File: src/rtl/bit_serial_adder_ctrl.sv
// Bit-serial adder: one full-adder stage reused over WIDTH clocks, LSB first.
// Operands are captured on the start edge; {cout,sum} is loaded once, when the last bit completes.
module bit_serial_adder_ctrl #(
  parameter int WIDTH = 8
) (
  input  logic             clk,
  input  logic             rst,
  input  logic             start,
  input  logic [WIDTH-1:0] a,
  input  logic [WIDTH-1:0] b,
  input  logic             cin,
  output logic             busy,
  output logic             done,
  output logic [WIDTH-1:0] sum,
  output logic             cout
);

  localparam int CW = $clog2(WIDTH);

  typedef enum logic [1:0] {
    IDLE = 2'd0,
    RUN  = 2'd1,
    DONE = 2'd2
  } state_t;

  state_t           state;
  logic [WIDTH-1:0] a_sh;
  logic [WIDTH-1:0] b_sh;
  logic [WIDTH-1:0] acc;
  logic             carry;
  logic [CW-1:0]    cnt;

  logic             fa_s;
  logic             fa_c;
  logic [WIDTH-1:0] acc_nxt;

  assign fa_s    = a_sh[0] ^ b_sh[0] ^ carry;
  assign fa_c    = (a_sh[0] & b_sh[0]) | (a_sh[0] & carry) | (b_sh[0] & carry);
  assign acc_nxt = {fa_s, acc[WIDTH-1:1]};

  always_ff @(posedge clk) begin
    if (rst) begin
      state <= IDLE;
      busy  <= 1'b0;
      done  <= 1'b0;
      sum   <= '0;
      cout  <= 1'b0;
      a_sh  <= '0;
      b_sh  <= '0;
      acc   <= '0;
      carry <= 1'b0;
      cnt   <= '0;
    end else begin
      case (state)
        IDLE: begin
          done <= 1'b0;
          if (start) begin
            a_sh  <= a;
            b_sh  <= b;
            carry <= cin;
            cnt   <= '0;
            acc   <= '0;
            busy  <= 1'b1;
            state <= RUN;
          end else begin
            busy <= 1'b0;
          end
        end
        RUN: begin
          acc   <= acc_nxt;
          a_sh  <= a_sh >> 1;
          b_sh  <= b_sh >> 1;
          carry <= fa_c;
          cnt   <= cnt + 1'b1;
          busy  <= 1'b1;
          // Last bit: result registers take the completed accumulator directly.
          if (cnt == CW'(WIDTH - 1)) begin
            sum   <= acc_nxt;
            cout  <= fa_c;
            done  <= 1'b1;
            state <= DONE;
          end
        end
        DONE: begin
          done  <= 1'b0;
          busy  <= 1'b0;
          state <= IDLE;
        end
        default: begin
          done  <= 1'b0;
          busy  <= 1'b0;
          state <= IDLE;
        end
      endcase
    end
  end

endmodule

File: config.mk
export PLATFORM = sky130hd
export DESIGN_NAME = bit_serial_adder_ctrl
export DESIGN_NICKNAME = d
export VERILOG_FILES = /design/src/rtl/bit_serial_adder_ctrl.sv
export SDC_FILE = /design/constraint.sdc
export NUM_CORES = 1
export LEC_CHECK = 0
export BUFFER_PORTS_ARGS = -buffer_cell sky130_fd_sc_hd__buf_2
export CORE_MARGIN = 4
export CORE_UTILIZATION = 50
export CTS_CLUSTER_DIAMETER = 200
export DETAILED_ROUTE_END_ITERATION = 12
export GPL_TIMING_DRIVEN = 0
export HOLD_SLACK_MARGIN = 0.15
export PLACE_DENSITY_LB_ADDON = 0.1
export SYNTH_ARGS = -nofsm -noshare
export SYNTH_HDL_FRONTEND = slang
export SYNTH_SLANG_ARGS = --single-unit
File: constraint.sdc
create_clock -name clk -period 1.7 [get_ports clk]
set_input_delay 0.425 -clock clk [delete_from_list [all_inputs] [get_ports clk]]
set_output_delay 0.425 -clock clk [all_outputs]
set_load 0.02 [all_outputs]
==> results.txt <==
----------------------------------------------------
[Synth]
  Cell count after synthesis ... 165
  Number of enable-type register cells in the synthesized netlist ... 0
  Cell with the most instances after synthesis ... sky130_fd_sc_hd__dfxtp_1
  Top cells by area, synth ... sky130_fd_sc_hd__dfxtp_1 (51%), sky130_fd_sc_hd__mux2i_1 (10%), sky130_fd_sc_hd__a211oi_1 (7.6%)
  Post-Synthesis Net Count ... ~190
  Count of cell types in the netlist ... 23
  Syn Area/Cell ... around 9.6 sq um
  Synth Warn # ... 0
  Most frequent cells after synthesis ... sky130_fd_sc_hd__dfxtp_1 (40), sky130_fd_sc_hd__nor2_1 (30), sky130_fd_sc_hd__nand2_1 (18), sky130_fd_sc_hd__a211oi_1 (16), sky130_fd_sc_hd__mux2i_1 (16)
  Netlist Area Pre-Place ... 1590 sq um
  Predominant post-synthesis flop cell ... sky130_fd_sc_hd__dfxtp_1
  Share of flip-flops with an asynchronous set or reset ... 0%
  Number of register bits inferred by synthesis ... 40
  Top cell type by total area after synthesis ... sky130_fd_sc_hd__dfxtp_1
  Area share of the leading cell type in the synthesized netlist ... 50.5%
  Share of synthesized area occupied by flip-flops and latches ... 50.5%

[Worst hold path]
  Worst Hold Class ... in2reg

[Place]
  Buffers on Ports ... 29
  Number of placed instances, taps included ... approximately 240
  RD Place Congestion ... 0.710
  HPWL after detailed placement ... about 2300 um

[STA]
  RSZ-0062 raised after global routing ... false
  Final period demand of the worst path ... 1.42 ns
  Worst slew pin tran ... ~0.48 ns
  Total count of hold-check failures in the final report ... 0
  Final Max Slew Viols ... 0
  Maximum clock skew at final layout ... 0.0114 ns
  Highest clock rate ... 0.705 GHz
  Worst slack on hold paths ... a little over 0.3 ns
  Final setup violation count ... 0
  Final Cycle Share ... around 83%
  Worst relative slew slack ... just under 70%
  Final total negative setup slack ... 0 ns

[Drt]
  DR iter-0 viols ... 55
  Overall routed net length ... 3200 um
  DRC violation count after routing ... 0
  Post-DRT Antenna Nets ... 0
  Number of detailed-routing iterations run before antenna repair ... 4
  DR vias ... 1292
  Routed via count divided by cell count ... 5.25
  Routed WL per cell ... 13.0 um

[Global route]
  First-pass GRT wire length ... 5450 um
  Met3 track demand over resource ... 6.85%
  Vias in the first global route ... 1209
  Maximum number of pins on one net before global-route repair ... 14
  Tot GR Track Use ... 17.1%
  Global-route met2 utilization ... 27.2%
  Global route total overflow ... 0
  Routing layer with the top usage in global route ... met2
  Met1 routing resource usage after global routing ... 20.7%
  Antenna violations before repair ... 0

[Worst setup path]
  Most frequent cell on the critical path ... sky130_fd_sc_hd__ha_1
  Bufs and invs on worst path ... 1
  Largest driver fanout on the critical path ... 9
  Crit-path leading delay family ... flip-flops
  Data arrival time of the worst path ... 1.71 ns
  Required time at the worst-slack endpoint ... 1.99 ns
  Start-to-end type of the worst setup path ... reg2reg
  Element type at the critical path end ... flop
  CP max stage cell ... sky130_fd_sc_hd__dfxtp_1
  Type of element launching the critical path ... flop
  Series of cell instances along the critical path ... ha_1, ha_1, and3b_1, buf_2, nand2_1, a21oi_1
  Slowest cell delay on critical path ... 0.39 ns

[Die]
  # IOs ... 31
  Die span in y ... about 64 um
  Die area ... 4140 sq um
  Initial standard-cell utilization of the core ... around half
  Width of the chip ... 64.3 um
  Area of the core ... 3050 sq um
  Number of rows in the core area ... 20

[CTS]
  Worst-Skew Late Latency ... 0.36 ns
  Register clock-pin slew on the reported worst setup and hold paths ... 0.13 ns
  Clock root buffer ... sky130_fd_sc_hd__clkbuf_4
  Number of levels in the clock H-tree ... 2
  Clock Path Buffers ... 2
  Number of post-CTS setup repair buffers ... 0
  Number of buffers created by CTS ... 5
  CTS Hold Bufs ... 0
  Num Clock Sinks ... 40
  Number of instances resized during post-cts repair ... 0
  CTS tree ... done

[Pwr]
  Overall Power ... 1.72 mW
  Power per cell area ... about 930 nW/um^2
  Worst vdd ir ... 0.579 mV
  Leakage power of the design ... 0.773 nW

[Status]
  Run status ... finished, final reports clean

[Final layout]
  Diodes inserted ... 0
  Share of layout cells above drive strength 1 ... 23.3%
  Count of filler cells inserted in the layout ... 283
  Net count reported at finish ... ~220
  Post-Layout Cell Count ... 246
  Layout overhead on the synthesized area ... 16.8%

[Flow run]
  Number of maximum-capacitance constraint violations ... 0

----------------------------------------------------
flip-flops by register name, summed over array words and instances, names as in the netlist, 2 cells and up:
name / cells
sum: 8
a_sh: 8
cnt: 3
state: 2
acc: 7
b_sh: 8
area by class of cell:
| cell class | count | area [sq um] | share of cell area [%] |
|---|---|---|---|
| sequential | 40 | 801 | 43.2 |
| multi-input combinational | 112 | 699 | 37.8 |
| timing repair buffer | 29 | 145 | 7.84 |
| buffer | 12 | 81.3 | 4.39 |
| tap | 44 | 55.1 | 2.97 |
| clock buffer | 6 | 51.3 | 2.77 |
| clock inverter | 2 | 15.0 | 0.811 |
| inverter | 1 | 3.75 | 0.203 |
worst paths after layout:
| kind | from | depth (start not counted) | to | slack [ns] |
|---|---|---|---|---|
| min | a[7] | 3 | a_sh[7]$_SDFFE_PP0P_ | 0.31 |
| min reg2reg | sum[6]$_SDFFE_PP0P_ | 2 | sum[6]$_SDFFE_PP0P_ | 0.46 |
| max reg2reg | cnt[0]$_SDFFE_PP0P_ | 6 | sum[1]$_SDFFE_PP0P_ | 0.28 |
| max | cnt[0]$_SDFFE_PP0P_ | 6 | sum[1]$_SDFFE_PP0P_ | 0.28 |
placed cells by master, fill, tap and decap left out, types with 2 or more instances in the layout:
master,Yosys,final
sky130_fd_sc_hd__clkbuf_4,0,5
sky130_fd_sc_hd__a21oi_1,9,9
sky130_fd_sc_hd__dfxtp_1,40,40
sky130_fd_sc_hd__clkinvlp_4,0,2
sky130_fd_sc_hd__a22oi_1,11,11
sky130_fd_sc_hd__a211oi_1,16,16
sky130_fd_sc_hd__buf_4,2,2
sky130_fd_sc_hd__nor3_1,2,2
sky130_fd_sc_hd__buf_2,4,33
sky130_fd_sc_hd__mux2i_1,16,16
sky130_fd_sc_hd__nand2_1,18,18
sky130_fd_sc_hd__ha_1,2,2
sky130_fd_sc_hd__clkbuf_1,4,4
sky130_fd_sc_hd__nor2_1,30,30
metrics by stage:
step                setup slack, ns  util (%)  instance area, sq um
finish                        0.281      60.7                  1850
global placement              0.341      58.5                  1790
global route                  0.166      60.7                  1850
CTS                           0.276      60.7                  1850
floorplan                     0.451         -                  1590
detailed placement            0.296      58.5                  1790
cells by family after synthesis:
group	count (synthesis)	share of synthesized area (%)
AND/OR/NAND/NOR	54	14.1
flip-flops	40	50.5
AO/OA/AOI/OAI	39	17.0
multiplexers	16	10.1
buffers and inverters	13	5.37
adder cells (fa/ha/maj)	3	2.84
power by group:
part	total [mW]	internal (mW)	switching (mW)
Combinational	0.195	0.0922	0.102
Sequential	1.01	0.980	0.0258
Clock	0.516	0.201	0.315
Total	1.72	1.27	0.443
metal layers:
metal	vias to the layer above	wire length (um)	part of all wire [%]
li1	647	-	-
met1	606	1490	47
met2	33	1450	45
met3	6	205	6.4
met4	0	54	1.7
met5	-	0	0
worst reg2reg max path, stage by stage, from the launching register on:
cell                      delay, ns
sky130_fd_sc_hd__dfxtp_1       0.39
sky130_fd_sc_hd__ha_1          0.16
sky130_fd_sc_hd__ha_1          0.22
sky130_fd_sc_hd__and3b_1       0.17
sky130_fd_sc_hd__buf_2         0.20
sky130_fd_sc_hd__nand2_1       0.09
sky130_fd_sc_hd__a21oi_1       0.13
Power figures use the tool's default switching activity.
